`src/rtl/sar_pkg.sv`:
```
// Shared types and constants for the SAR ADC result path.
package sar_pkg;

    localparam int unsigned SAR_NBITS_DEFAULT = 10;

    typedef enum logic [1:0] {
        IDLE    = 2'd0,
        CONVERT = 2'd1,
        RELEASE = 2'd2,
        DONE    = 2'd3
    } sar_avg_state_t;

endpackage : sar_pkg

```
`src/rtl/sar_eoc_edge_det.sv`:
```
// Rising-edge detector for the SAR ADC end-of-conversion strobe.
// Shared by every block that consumes eoc.
module sar_eoc_edge_det (
    input  logic clk,
    input  logic reset,
    input  logic eoc_i,
    output logic eoc_rise_c_o
);

    logic eoc_q;

    always_ff @(posedge clk or posedge reset) begin
        if (reset) begin
            eoc_q <= 1'b0;
        end else begin
            eoc_q <= eoc_i;
        end
    end

    // A level that was already high in the previous cycle is not an edge.
    assign eoc_rise_c_o = eoc_i & ~eoc_q;

endmodule : sar_eoc_edge_det

```
`src/rtl/sar_result_averager.sv`:
```
// SAR ADC conversion controller: runs 2**LOG2_AVG conversions per start and
// presents the floor-average on a valid/ready port. Optional conversion
// timeout is enabled with the SAR_AVG_TIMEOUT_EN macro.
module sar_result_averager
    import sar_pkg::*;
#(
    parameter int unsigned N_BITS         = SAR_NBITS_DEFAULT,
    parameter int unsigned LOG2_AVG       = 2,
    parameter int unsigned RELEASE_CYCLES = 2,
    parameter int unsigned TIMEOUT_CYCLES = 64
) (
    input  logic              clk,
    input  logic              reset,
    input  logic              start,
    output logic              adc_hold,
    input  logic              adc_eoc,
    input  logic [N_BITS-1:0] adc_result,
    output logic [N_BITS-1:0] avg_data,
    output logic              avg_valid,
    input  logic              avg_ready,
    output logic              busy,
    output logic              timeout_err
);

    localparam int unsigned ACC_W = N_BITS + LOG2_AVG;
    localparam int unsigned CNT_W = LOG2_AVG + 1;
    localparam int unsigned AVG_N = 2 ** LOG2_AVG;
    localparam int unsigned GAP_W = $clog2(RELEASE_CYCLES + 1);

    if (RELEASE_CYCLES == 0 || TIMEOUT_CYCLES == 0) begin : g_param_chk
        $error("sar_result_averager: RELEASE_CYCLES and TIMEOUT_CYCLES must be >= 1");
    end

    sar_avg_state_t    state_q, state_d;
    logic [ACC_W-1:0]  acc_q, acc_d;
    logic [CNT_W-1:0]  cnt_q, cnt_d;
    logic [GAP_W-1:0]  gap_q, gap_d;
    logic [GAP_W-1:0]  gap_inc;
    logic [N_BITS-1:0] avg_data_q, avg_data_d;
    logic              adc_hold_q;
    logic              avg_valid_q;
    logic              busy_q;
    logic              eoc_rise;

`ifdef SAR_AVG_TIMEOUT_EN
    localparam int unsigned TMO_W = $clog2(TIMEOUT_CYCLES + 1);
    logic [TMO_W-1:0] tmo_q, tmo_d;
    logic             terr_q, terr_d;
`endif

    sar_eoc_edge_det u_eoc_edge (
        .clk          (clk),
        .reset        (reset),
        .eoc_i        (adc_eoc),
        .eoc_rise_c_o (eoc_rise)
    );

    // Gap counter saturates so a long eoc-high period cannot wrap it.
    assign gap_inc = (gap_q == GAP_W'(RELEASE_CYCLES)) ? gap_q : gap_q + GAP_W'(1);

    // Next-state and datapath update.
    always_comb begin
        state_d    = state_q;
        acc_d      = acc_q;
        cnt_d      = cnt_q;
        gap_d      = gap_q;
        avg_data_d = avg_data_q;
`ifdef SAR_AVG_TIMEOUT_EN
        tmo_d      = tmo_q;
        terr_d     = terr_q;
`endif
        unique case (state_q)
            IDLE: begin
                if (start) begin
                    state_d = CONVERT;
                    acc_d   = '0;
                    cnt_d   = '0;
`ifdef SAR_AVG_TIMEOUT_EN
                    tmo_d   = '0;
                    terr_d  = 1'b0;
`endif
                end
            end
            CONVERT: begin
`ifdef SAR_AVG_TIMEOUT_EN
                tmo_d = tmo_q + TMO_W'(1);
`endif
                if (eoc_rise) begin
                    acc_d   = acc_q + ACC_W'(adc_result);
                    cnt_d   = cnt_q + CNT_W'(1);
                    gap_d   = '0;
                    state_d = RELEASE;
                end
`ifdef SAR_AVG_TIMEOUT_EN
                else if (tmo_q == TMO_W'(TIMEOUT_CYCLES - 1)) begin
                    state_d = IDLE;
                    terr_d  = 1'b1;
                end
`endif
            end
            RELEASE: begin
                gap_d = gap_inc;
                // Hold stays low until eoc has dropped and the minimum gap has elapsed.
                if (!adc_eoc && (gap_inc >= GAP_W'(RELEASE_CYCLES))) begin
                    if (cnt_q == CNT_W'(AVG_N)) begin
                        state_d    = DONE;
                        avg_data_d = N_BITS'(acc_q >> LOG2_AVG);
                    end else begin
                        state_d = CONVERT;
`ifdef SAR_AVG_TIMEOUT_EN
                        tmo_d   = '0;
`endif
                    end
                end
            end
            DONE: begin
                if (avg_ready) begin
                    state_d = IDLE;
                end
            end
            default: begin
                state_d = IDLE;
            end
        endcase
    end

    // State, datapath and registered outputs.
    always_ff @(posedge clk or posedge reset) begin
        if (reset) begin
            state_q     <= IDLE;
            acc_q       <= '0;
            cnt_q       <= '0;
            gap_q       <= '0;
            avg_data_q  <= '0;
            adc_hold_q  <= 1'b0;
            avg_valid_q <= 1'b0;
            busy_q      <= 1'b0;
        end else begin
            state_q     <= state_d;
            acc_q       <= acc_d;
            cnt_q       <= cnt_d;
            gap_q       <= gap_d;
            avg_data_q  <= avg_data_d;
            adc_hold_q  <= (state_d == CONVERT);
            avg_valid_q <= (state_d == DONE);
            busy_q      <= (state_d != IDLE);
        end
    end

`ifdef SAR_AVG_TIMEOUT_EN
    always_ff @(posedge clk or posedge reset) begin
        if (reset) begin
            tmo_q  <= '0;
            terr_q <= 1'b0;
        end else begin
            tmo_q  <= tmo_d;
            terr_q <= terr_d;
        end
    end

    assign timeout_err = terr_q;
`else
    assign timeout_err = 1'b0;
`endif

    assign adc_hold  = adc_hold_q;
    assign avg_data  = avg_data_q;
    assign avg_valid = avg_valid_q;
    assign busy      = busy_q;

endmodule : sar_result_averager

```
`config.mk`:
```
export PLATFORM = sky130hd
export DESIGN_NAME = sar_result_averager
export DESIGN_NICKNAME = d
export VERILOG_FILES = /design/src/rtl/sar_pkg.sv /design/src/rtl/sar_eoc_edge_det.sv /design/src/rtl/sar_result_averager.sv
export SDC_FILE = /design/constraint.sdc
export NUM_CORES = 1
export LEC_CHECK = 0
export BUFFER_PORTS_ARGS = -buffer_cell sky130_fd_sc_hd__buf_4
export CAP_MARGIN = 25
export CORE_AREA = 4 4 47 81
export CTS_BUF_LIST = sky130_fd_sc_hd__clkbuf_4 sky130_fd_sc_hd__clkbuf_8 sky130_fd_sc_hd__clkbuf_16
export DETAILED_ROUTE_END_ITERATION = 12
export DIE_AREA = 0 0 51 85
export PLACE_DENSITY = 0.82
export SYNTH_ARGS = -nofsm -noshare
export SYNTH_HDL_FRONTEND = slang
export SYNTH_SLANG_ARGS = --single-unit
```
`constraint.sdc`:
```
create_clock -name clk -period 4.1 [get_ports clk]
set_input_delay 0.82 -clock clk [delete_from_list [all_inputs] [get_ports clk]]
set_output_delay 0.82 -clock clk [all_outputs]
set_load 0.02 [all_outputs]
```
# ---- Word level (Yosys, flattened, before mapping)
# Cells that the tools add are included.
dict set report classes {
  n_lt_le_gt_ge 1
  bitwise_logic 2
  n_reduce_logical 9
  add_sub_neg 3
  n_mux 15
  eq_ne 9
}
# op n
set op_table {}
lappend op_table {{two-way mux 12 bit} 2}
lappend op_table {{case mux 12 bit (2 select lines)} 1}
lappend op_table {{two-way mux 2 bit} 7}
lappend op_table {{adder 12 x 10 -> 12 bit} 1}
lappend op_table {{== test 2 bit (second input constant)} 4}
lappend op_table {{case mux 2 bit (4 select lines)} 1}
lappend op_table {{two-way mux 3 bit} 2}
lappend op_table {{case mux 3 bit (2 select lines)} 1}
lappend op_table {{AND reduction 3 bit} 2}
lappend op_table {{nonzero test 2 bit} 3}
lappend op_table {{== test 2 x 1 -> 1 bit (second input constant)} 2}
lappend op_table {{!= test 2 bit (second input constant)} 2}
lappend op_table {{case mux 2 bit (2 select lines)} 1}
lappend op_table {{adder 3 x 1 -> 3 bit (second input constant)} 1}
lappend op_table {{== test 3 bit (second input constant)} 1}
lappend op_table {{adder 2 x 1 -> 2 bit (second input constant)} 1}
lappend op_table {{>= comparator 2 bit (second input constant)} 1}
lappend op_table {{logical NOT 2 bit} 1}
lappend op_table {{AND reduction 2 bit} 1}
lappend op_table {{AND 1 bit} 1}
lappend op_table {{logical AND 1 bit} 1}
lappend op_table {{logical NOT 1 bit} 1}
lappend op_table {{NOT 1 bit} 1}
dict set report totals {
  register_bits 33
  output_inout_bits 14
  input_bits 15
  word_cells 48
}

# ---- Logic depth before layout (Yosys ltp)
# Gate-level depths: netlist of run 1.
dict set report depth {
  ltp_word 7
  mapped_depth 8
  mapped_depth_nobuf 8
}

# ---- Cells and area by module
# A second synthesis of run 1 with hierarchy kept.
dict set report hier_totals {
  cells_unflattened 184
  hier_area_um2 1873.0
}
# module instances cells_each area_each_um2 seq_area_each_um2
set modules_own_cells {}
lappend modules_own_cells {sar_result_averager 1 181 1830.5 800.8}
lappend modules_own_cells {sar_eoc_edge_det 1 3 42.5 25.0}

# ---- Worst setup path before layout of run 1
# OpenSTA, ideal clock, no wires.
dict set report synth_path {
  path_kind {input to register}
  startpoint {input port adc_result[0]}
  endpoint {register acc_q[10]}
  arrival_time_ps 2348
  path_buffers 0
  path_slack_ps 1673
  t_required_ps 4021
  setup_time_ps 79
  path_stages 7
  cell_sequence {ha_1 fa_1 a21o_1 a221oi_2 nor2_1 o31ai_2 mux2i_1}
}
dict set report synth_between {
  elab_chain_len 3
}
# item line_no
set synth_lines {}
lappend synth_lines {{start: declaration} sar_result_averager.sv:17} ;# input logic [N_BITS-1:0] adc_result,
lappend synth_lines {{adder 12 x 10 -> 12 bit} sar_result_averager.sv:89} ;# acc_d = acc_q + ACC_W'(adc_result);
lappend synth_lines {{two-way mux 12 bit} sar_result_averager.sv:88} ;# if (eoc_rise) begin
lappend synth_lines {{case mux 12 bit (2 select lines)} sar_result_averager.sv:72} ;# unique case (state_q)
lappend synth_lines {{end signal: assignment} sar_result_averager.sv:131} ;# acc_q <= '0;
lappend synth_lines {{end signal: assignment} sar_result_averager.sv:140} ;# acc_q <= acc_d;
lappend synth_lines {{end: declaration} sar_result_averager.sv:35} ;# logic [ACC_W-1:0] acc_q, acc_d;
# No other way between the ends. The select of a mux whose other input is x is not followed.
# A chain may end at the register's enable or synchronous reset.

# ---- Worst setup path after layout of run 1
# Same ends and word-level chain as after synthesis.

==> flow_summary.ini, run 1 <==
[timing]
setup_slack_ps = 1710
skew_ps = 6.67
grt_setup_unrepaired = no
timing.setup.tns_ps = 0
max_freq_ghz = 0.419
hold_viol_final = 0
drv_slew = 0
period_share_pct = 58.2
worst-slew-pin-transition_ps = 756
period_needed_ps = 2390
slew_headroom_pct = 49.6
finalSetupViolations = 0

[critical_path]
crit_path_cell_trace = buf_4 > ha_1 > fa_1 > a21o_1 > a221oi_2 > nor2_1 > o31ai_2 > mux2i_1
cp-endpoint = acc_q[10]
setup.worst_path.start_class = primary input
crit_path_end_kind = flip-flop
worstPathArrival_ps = 2600
rrSetupSlack_ps = 1970
critPathLaunch = adc_result[0]
path_class = in2reg
crit_cells = 8
slowest_delay_ps = 410
critPathRequiredTime_ps = 4320
crit_slowest_cell = fa_1
critPathBufInv = 1
critPathTopFamily = compound AO/OA/AOI/OAI gates
rr_endpoint = acc_q[10]
path_max_fanout = 3
reg2reg_depth = 7
reg2reg_from = acc_q[0]

[final_layout]
drive_above_1_share_pct = 25.5
diodes = 0
final_cells = 247
nNetsFinal = 232
area_growth_syn_to_layout_pct = 17.6
fin_util_pct = 68.7

[grt]
use_met3_pct = 4.39
grt_pass1_vias = 1504
grt_pass1_wl_mm = 6.31
grt_antenna_before_repair = 0
grt_overflow = 0
grt_use_total_pct = 19.6
use_met1_pct = 19.4
busiest_layer = met2
grt_max_degree = 21
met2_usage_pct = 34.5

[power]
power_density_mw_per_mm2 = 572
leakagePower_nw = 1.07
irDropWorstVdd_uv = 400
p_total_w = 0.00124

[synth]
synth_top_area_cell = dfrtp_1
synth.cell_area_sq_mm = 0.00184
synthArstFlopShare_pct = 100
ys_ff_latch = 33
synth.yosys.seq_area_share_pct = 45.0
synthTopCellsByArea = dfrtp_1 (45%), ha_1 (8.9%), mux2_2 (6.1%), nand2_1 (5.3%), o21ai_0 (3.3%)
synth_xor_area_share_pct = 3.82
synthSimpleGateAreaFrac_pct = 15.9
synth_top_flop_cell = dfrtp_1
yosysMostFrequentCell = dfrtp_1
synth-adder-area-share_pct = 9.95
synth_warnings = 0
synthTopCellsByCount = dfrtp_1 (33), nand2_1 (26), ha_1 (13), o21ai_0 (12), mux2_2 (10)
synth_top_area_share_pct = 45.0
synth_edf_count = 0
synth_cells = 173
avgSynthCellArea_sq_um = 10.6
synth-compound-area-share_pct = 12.1
synthMuxAreaShare_pct = 9.20
syn-num-nets = 202
yosysUniqueCellTypes = 42
synth_top_family_by_area = simple AND/OR/NAND/NOR gates

[detailed_routing]
routed_wl_mm = 3.76
wl_per_cell_um = 15.2
final_antenna_net_count = 0
drt_iter0_markers = 31
vias_per_cell = 5.49
vias = 1357
post-route-drc-count = 0
drt_pass1_iterations = 4

[clock_network]
cts-buffers-inserted = 5
post_cts_resize_count = 0
cts.hold.buffers_added = 0
cts_tree = done
post-cts-setup-buffer-count = 0
cts_buffer_depth = 2
clk_latency_ps = 290
clock-sinks = 33
root_buffer = clkbuf_8
htreeDepth = 2
clk_pin_slew_ps = 70

[placed_design]
io_buffers = 27
place_inst = 239
place_ws_ps = 1420
place_hpwl_mm = 2.79
gp_congestion = 0.911

[floorplan]
num_rows = 27
die_area_sq_mm = 0.00434
core_sq_mm = 0.00314
die_y_um = 85
ioPinCount = 29
die_w_um = 51
start_util_pct = 58.4

[status]
status = finished, final reports clean

[hold_path]
worstHoldPathType = reg2reg

[job]
max-cap-violations = 0
## through the flow
step                      hold slack [ps]  instance area, sq um
after floorplan                       454                  1840
after global placement                468                  2070
after detailed placement              496                  2070
after CTS                             511                  2160
after global routing                  530                  2160
final                                 508                  2160
## registers in the layout, indices dropped and copies added (netlist names)
name              count
cnt_q                 3
gap_q                 2
acc_q                12
avg_data             10
busy                  1
u_eoc_edge.eoc_q      1
state_q               2
avg_valid             1
adc_hold              1
## power breakdown
group / internal, W / switching, W
logic: 0.000220 / 0.000279
clock network: 0.000124 / 0.000118
registers: 0.000411 / 0.0000834
total: 0.000755 / 0.000481
## cells in the final DEF, fill, tap and decap left out, drive strengths merged, types with 2 or more instances in the layout
| cell | Yosys | final |
|---|---|---|
| dfrtp | 33 | 33 |
| buf | 6 | 29 |
| nand2 | 26 | 26 |
| ha | 13 | 13 |
| o21ai | 13 | 13 |
| mux2 | 10 | 10 |
| a21oi | 8 | 8 |
| inv | 8 | 8 |
| nor2 | 8 | 8 |
| clkbuf | 0 | 6 |
| xor2 | 5 | 5 |
| nand3 | 4 | 4 |
| nor2b | 4 | 4 |
| xnor2 | 3 | 3 |
| mux2i | 3 | 3 |
| o31ai | 3 | 3 |
| nand2b | 2 | 2 |
| a21o | 2 | 2 |
| o211ai | 2 | 2 |
| and3 | 2 | 2 |
| clkinv | 0 | 2 |
## cell type report
type	instances	area (sq um)
Clock buffer	6	76.3
Fill cell	266	983
Timing Repair Buffer	29	218
Multi-Input combinational cell	126	945
Tap cell	43	53.8
Clock inverter	2	10.0
Inverter	8	30.0
Sequential cell	33	826
## layer usage
layer | wire length [um] | up-vias | part of all wire (%)
met3 | 179 | 11 | 4.8
met5 | 0 | - | 0
met4 | 116 | 0 | 3.1
met1 | 1470 | 646 | 39
li1 | - | 664 | -
met2 | 2000 | 36 | 53
## worst min-delay path by stage
stage | startpoint | endpoint | slack, ps | depth (start not counted)
finish | avg_data[0] | avg_data[0] | 510 | 1
global route | avg_data[9] | avg_data[9] | 530 | 1
CTS | avg_data[0] | avg_data[0] | 510 | 1
detailed placement | avg_data[0] | avg_data[0] | 500 | 1
global placement | acc_q[0] | acc_q[0] | 470 | 2
floorplan | acc_q[0] | acc_q[0] | 450 | 2
## kinds of logic (layout without fill, tap and decap cells)
logic type      Yosys count  after routing
fa+ha+maj                14             14
flops                    33             33
buf+inv                  14             45
mux                      14             14
compound gates           34             34
simple gates             55             55
xor+xnor                  8              8
other cells               1              1
No activity file was read; power rests on OpenSTA's default activity.
==> run 2, diff against run 1 <==
--- a/config.mk
+++ b/config.mk
@@ -7,11 +7,11 @@
 export LEC_CHECK = 0
 export BUFFER_PORTS_ARGS = -buffer_cell sky130_fd_sc_hd__buf_4
 export CAP_MARGIN = 25
-export CORE_AREA = 4 4 47 81
+export CORE_AREA = 4 4 49 83
 export CTS_BUF_LIST = sky130_fd_sc_hd__clkbuf_4 sky130_fd_sc_hd__clkbuf_8 sky130_fd_sc_hd__clkbuf_16
 export DETAILED_ROUTE_END_ITERATION = 12
-export DIE_AREA = 0 0 51 85
-export PLACE_DENSITY = 0.82
+export DIE_AREA = 0 0 53 87
+export PLACE_DENSITY = 0.77
 export SYNTH_ARGS = -nofsm -noshare
 export SYNTH_HDL_FRONTEND = slang
 export SYNTH_SLANG_ARGS = --single-unit
==> constraint.sdc (replaced) <==
create_clock -name clk -period 2.49 [get_ports clk]
set_input_delay 0.498 -clock clk [delete_from_list [all_inputs] [get_ports clk]]
set_output_delay 0.498 -clock clk [all_outputs]
set_load 0.02 [all_outputs]
==> run 2 against run 1 <==
- clock skew down 2.2 ps
- combinational power up 65%
- global-route usage down 0.86 points
- wire length down 1.9%
- sequential share of layout area down 0.24 points
- worst hold slack worse by 200 ps
- sequential cell count unchanged
- highest routed layer unchanged
- critical path type is now reg2reg
- sequential power up 65%
- critical endpoint unchanged
- power up 66%
- core utilization down 4.8 points
==> flow_summary.ini, run 2 (synthesis gave the netlist of run 1 again) <==
[critical_path]
worstPathArrival_ps = 2380
path_max_fanout = 3
critPathRequiredTime_ps = 2700
rrSetupSlack_ps = 320
setup.worst_path.start_class = flip-flop
reg2reg_depth = 7
crit_path_end_kind = flip-flop
rr_endpoint = acc_q[10]
path_class = reg2reg
reg2reg_from = acc_q[0]

[detailed_routing]
vias_per_cell = 5.50
drt_pass1_iterations = 4
final_antenna_net_count = 0
drt_iter0_markers = 28
vias = 1369
routed_wl_mm = 3.69
wl_per_cell_um = 14.8
post-route-drc-count = 0

[clock_network]
root_buffer = clkbuf_8
cts_buffer_depth = 2
cts-buffers-inserted = 5
clock-sinks = 33
clk_latency_ps = 280
post_cts_resize_count = 0
cts_tree = done
htreeDepth = 2
clk_pin_slew_ps = 60
cts.hold.buffers_added = 0
post-cts-setup-buffer-count = 0

[final_layout]
nNetsFinal = 233
diodes = 0
area_growth_syn_to_layout_pct = 18.3
fillers = 276
largest_reg_flops = 12
drive_above_1_share_pct = 25.5
layout_common_cells = dfrtp_1 (33), buf_4 (30), nand2_1 (26), ha_1 (13), o21ai_0 (12)
final_common_cell = dfrtp_1
regMostFlops = acc_q
final_cells = 249

[placed_design]
place_inst = 242
gp_congestion = 0.886
place_hpwl_mm = 2.76
place_ws_ps = 121
io_buffers = 27

[timing]
hold_viol_final = 0
max_freq_ghz = 0.460
grt_setup_unrepaired = no
setup_slack_ps = 316
skew_ps = 4.50
period_needed_ps = 2170
timing.setup.tns_ps = 0
finalSetupViolations = 0
period_share_pct = 87.3
drv_slew = 0

[floorplan]
die_w_um = 53
core_sq_mm = 0.00340
die_y_um = 87
start_util_pct = 54.0
ioPinCount = 29
die_area_sq_mm = 0.00461
num_rows = 28

[hold_path]
worstHoldPathType = in2async

[power]
power_density_mw_per_mm2 = 942
irDropWorstVdd_uv = 490
leakagePower_nw = 1.07
p_total_w = 0.00205

[status]
status = finished, final reports clean

[grt]
grt_overflow = 0
grt_pass1_vias = 1435
grt_max_degree = 34
grt_use_total_pct = 18.7
grt_pass1_wl_mm = 6.30
grt_antenna_before_repair = 0

[job]
max-cap-violations = 0
[run 2: cell count changes in the layout (fill, tap and decap cells not counted)]
cell / delta
clkinv_2: -2
buf_4: +1
clkbuf_8: +1
[run 2: report_power, final]
group | internal, W | total, W | switching (W)
logic | 0.000364 | 0.000825 | 0.000461
clock network | 0.000230 | 0.000408 | 0.000179
registers | 0.000677 | 0.000813 | 0.000136
total | 0.00127 | 0.00205 | 0.000776
[run 2: final cells by class]
class	instances	area, sq um	area share, %
Multi-Input combinational cell	126	945	43.5
Sequential cell	33	826	38.0
Timing Repair Buffer	30	225	10.4
Clock buffer	7	90.1	4.15
Tap cell	45	56.3	2.59
Inverter	8	30.0	1.38
[run 2: routing by layer]
layer  global-route usage, %  vias up  share of wire, %
met4                    10.7        0               3.0
met3                    4.12       12               4.5
li1                        -      665                 -
met5                       0        -                 0
met1                    20.1      658                38
met2                    32.5       34                54
[run 2: critical path, stage by stage, from the launching register on]
cell and delay (ps):
dfrtp_1 390, ha_1 220, fa_1 410, a21o_1 210
a221oi_2 360, nor2_1 110, o31ai_2 210, mux2i_1 200
[run 2: metrics by stage]
stage | hold WS (ps) | utilization, % | instance area [sq um]
2_1_floorplan | 454 | - | 1840
3_3_place_gp | 467 | 61.3 | 2080
3_5_place_dp | 500 | 61.3 | 2080
4_1_cts | 314 | 63.9 | 2170
5_1_grt | 336 | 63.9 | 2170
6_report | 306 | 63.9 | 2170
[run 2: worst max path at each step]
stage | depth (start not counted) | startpoint | to | slack [ps]
after floorplan | 7 | adc_result[0] | acc_q[10] | 380
after global placement | 8 | adc_result[0] | acc_q[10] | 180
after detailed placement | 8 | adc_result[0] | acc_q[10] | 120
after CTS | 7 | acc_q[0] | acc_q[10] | 340
after global routing | 7 | acc_q[0] | acc_q[10] | 240
final | 7 | acc_q[0] | acc_q[10] | 320
==> run 3, diff against run 2 <==
--- a/config.mk
+++ b/config.mk
@@ -5,12 +5,13 @@
 export SDC_FILE = /design/constraint.sdc
 export NUM_CORES = 1
 export LEC_CHECK = 0
+export ABC_AREA = 1
 export BUFFER_PORTS_ARGS = -buffer_cell sky130_fd_sc_hd__buf_4
 export CAP_MARGIN = 25
-export CORE_AREA = 4 4 49 83
+export CORE_AREA = 4 4 50 86
 export CTS_BUF_LIST = sky130_fd_sc_hd__clkbuf_4 sky130_fd_sc_hd__clkbuf_8 sky130_fd_sc_hd__clkbuf_16
 export DETAILED_ROUTE_END_ITERATION = 12
-export DIE_AREA = 0 0 53 87
+export DIE_AREA = 0 0 54 90
 export PLACE_DENSITY = 0.77
 export SYNTH_ARGS = -nofsm -noshare
 export SYNTH_HDL_FRONTEND = slang
==> run 3 against run 2 <==
- worst setup slack gained 290 ps
- critical path type unchanged
- critical endpoint is now acc_q[6]
- first-iteration DRC count grew 18%
- power grew 14%
- highest routed layer unchanged
- combinational power grew 26%
==> flow_summary.ini, run 3 <==
[status]
status = finished, final reports clean

[grt]
grt_overflow = 0
grt_use_total_pct = 19.8
grt_pass1_wl_mm = 7.16
grt_pass1_vias = 1648
grt_antenna_before_repair = 0
grt_max_degree = 34

[power]
power_density_mw_per_mm2 = 1010
irDropWorstVdd_uv = 646
leakagePower_nw = 1.26

[detailed_routing]
final_antenna_net_count = 0
drt_iter0_markers = 33
post-route-drc-count = 0
wl_per_cell_um = 13.1
vias_per_cell = 5.11
routed_wl_mm = 4.30
drt_pass1_iterations = 4
vias = 1680

[timing]
skew_ps = 4.43
period_needed_ps = 1890
hold_viol_final = 0
grt_setup_unrepaired = no
finalSetupViolations = 0
drv_slew = 0
timing.setup.tns_ps = 0
period_share_pct = 75.7
max_freq_ghz = 0.530

[clock_network]
cts_buffer_depth = 2
clock-sinks = 33
cts_tree = done
post_cts_resize_count = 0
clk_latency_ps = 280
root_buffer = clkbuf_8
cts.hold.buffers_added = 0
clk_pin_slew_ps = 70
post-cts-setup-buffer-count = 0
htreeDepth = 2
cts-buffers-inserted = 5

[synth]
synth_edf_count = 0
yosysMostFrequentCell = nand2_1
synth_top_flop_cell = dfrtp_1
synthTopCellsByArea = dfrtp_1 (42%), nand2_1 (14%), ha_1 (8.3%), inv_1 (7.1%), nand3_1 (5.4%)
synth.cell_area_sq_mm = 0.00196
synthTopCellsByCount = nand2_1 (73), inv_1 (37), dfrtp_1 (33), nand3_1 (21), nor2_1 (15)
synth.yosys.seq_area_share_pct = 42.1
syn-num-nets = 280
synthArstFlopShare_pct = 100
synth_top_area_cell = dfrtp_1
synth_warnings = 0
avgSynthCellArea_sq_um = 7.81
ys_ff_latch = 33
synth_cells = 251
yosysUniqueCellTypes = 30
synth_top_area_share_pct = 42.1

[floorplan]
core_sq_mm = 0.00359
num_rows = 29
die_w_um = 54
die_y_um = 90
ioPinCount = 29
start_util_pct = 54.5
die_area_sq_mm = 0.00486

[placed_design]
place_hpwl_mm = 3.35
gp_congestion = 0.919
io_buffers = 27

[critical_path]
reg2reg_from = acc_q[0]
path_class = reg2reg
path_max_fanout = 4
critPathRequiredTime_ps = 2650
worstPathArrival_ps = 2050
reg2reg_depth = 8
rrSetupSlack_ps = 600
setup.worst_path.start_class = flip-flop
crit_path_end_kind = flip-flop
rr_endpoint = acc_q[6]

[final_layout]
fin_util_pct = 64.3
diodes = 0
fillers = 320
regMostFlops = acc_q
drive_above_1_share_pct = 18.4
nNetsFinal = 311
layout_common_cells = nand2_1 (73), inv_1 (37), dfrtp_1 (33), buf_4 (28), nand3_1 (21)
area_growth_syn_to_layout_pct = 17.9
final_common_cell = nand2_1
largest_reg_flops = 12

[hold_path]
worstHoldPathType = in2async

[job]
max-cap-violations = 0
## run 3: cell types whose count changed after synthesis, sizes merged, moves of 5 or more
cell   previous run  this run
nand2            26        77
inv               8        42
nand3             4        22
mux2             10         0
nor2              8        16
o21ai            13        19
xor2              5         0
## run 3: report_power, final
part / internal [W] / leakage (nW) / total (W) / switching, W
Combinational: 0.000367 / 0.756 / 0.00104 / 0.000675
Sequential: 0.000681 / 0.441 / 0.000772 / 0.0000916
Clock: 0.000337 / 0.0619 / 0.000528 / 0.000191
## run 3: worst max-delay path: stages, from the launching register on
cell and delay, ps:
dfrtp_1 380, ha_1 220, fa_1 430, nand3_1 90
nand3_1 140, nand2_1 120, nand2_1 70, o21ai_0 210
o22ai_1 100
## run 3: worst max path at each step
stage	slack, ps	cells after the start	endpoint	startpoint
after detailed placement	450	9	acc_q[6]	adc_result[0]
final	600	8	acc_q[6]	acc_q[0]
after global placement	500	9	acc_q[6]	adc_result[0]
after floorplan	720	8	acc_q[6]	adc_result[0]
after global routing	460	8	acc_q[6]	acc_q[0]
after CTS	640	8	acc_q[6]	acc_q[0]
## run 3: per-stage QoR
| stage | power, W | worst slack, ps | area, sq um | hold WS [ps] | std cells |
|---|---|---|---|---|---|
| 2_1_floorplan | 0.00155 | 725 | 1960 | 453 | 251 |
| 3_3_place_gp | 0.00180 | 496 | 2190 | 465 | 321 |
| 3_5_place_dp | 0.00182 | 447 | 2190 | 482 | 321 |
| 4_1_cts | 0.00236 | 640 | 2310 | 314 | 329 |
| 5_1_grt | 0.00253 | 464 | 2310 | 342 | 329 |
| 6_report | 0.00234 | 605 | 2310 | 302 | 329 |
## run 3: logic make-up after synthesis
logic type      after synthesis  share of synthesized area (%)
fa+ha+maj                    14                           9.32
xor+xnor                      2                          0.894
compound gates               35                           10.3
flops                        33                           42.1
simple gates                120                           27.0
buf+inv                      46                           10.1
other cells                   1                          0.191
## run 3: cell type report
| cell class | instances | area [sq um] | share of cell area (%) |
|---|---|---|---|
| tap | 46 | 57.6 | 2.49 |
| sequential | 33 | 826 | 35.8 |
| clock inverter | 1 | 30.0 | 1.30 |
| inverter | 42 | 160 | 6.93 |
| multi-input combinational | 172 | 936 | 40.5 |
| timing repair buffer | 28 | 210 | 9.10 |
| clock buffer | 7 | 90.1 | 3.90 |
## run 3: metal layers
layer / share of wire (%) / track usage, % / vias up
li1: - / - / 860
met5: 0 / 0 / -
met1: 35 / 20.7 / 767
met2: 55 / 34.0 / 35
met4: 5.3 / 12.9 / 0
met3: 3.9 / 3.48 / 18
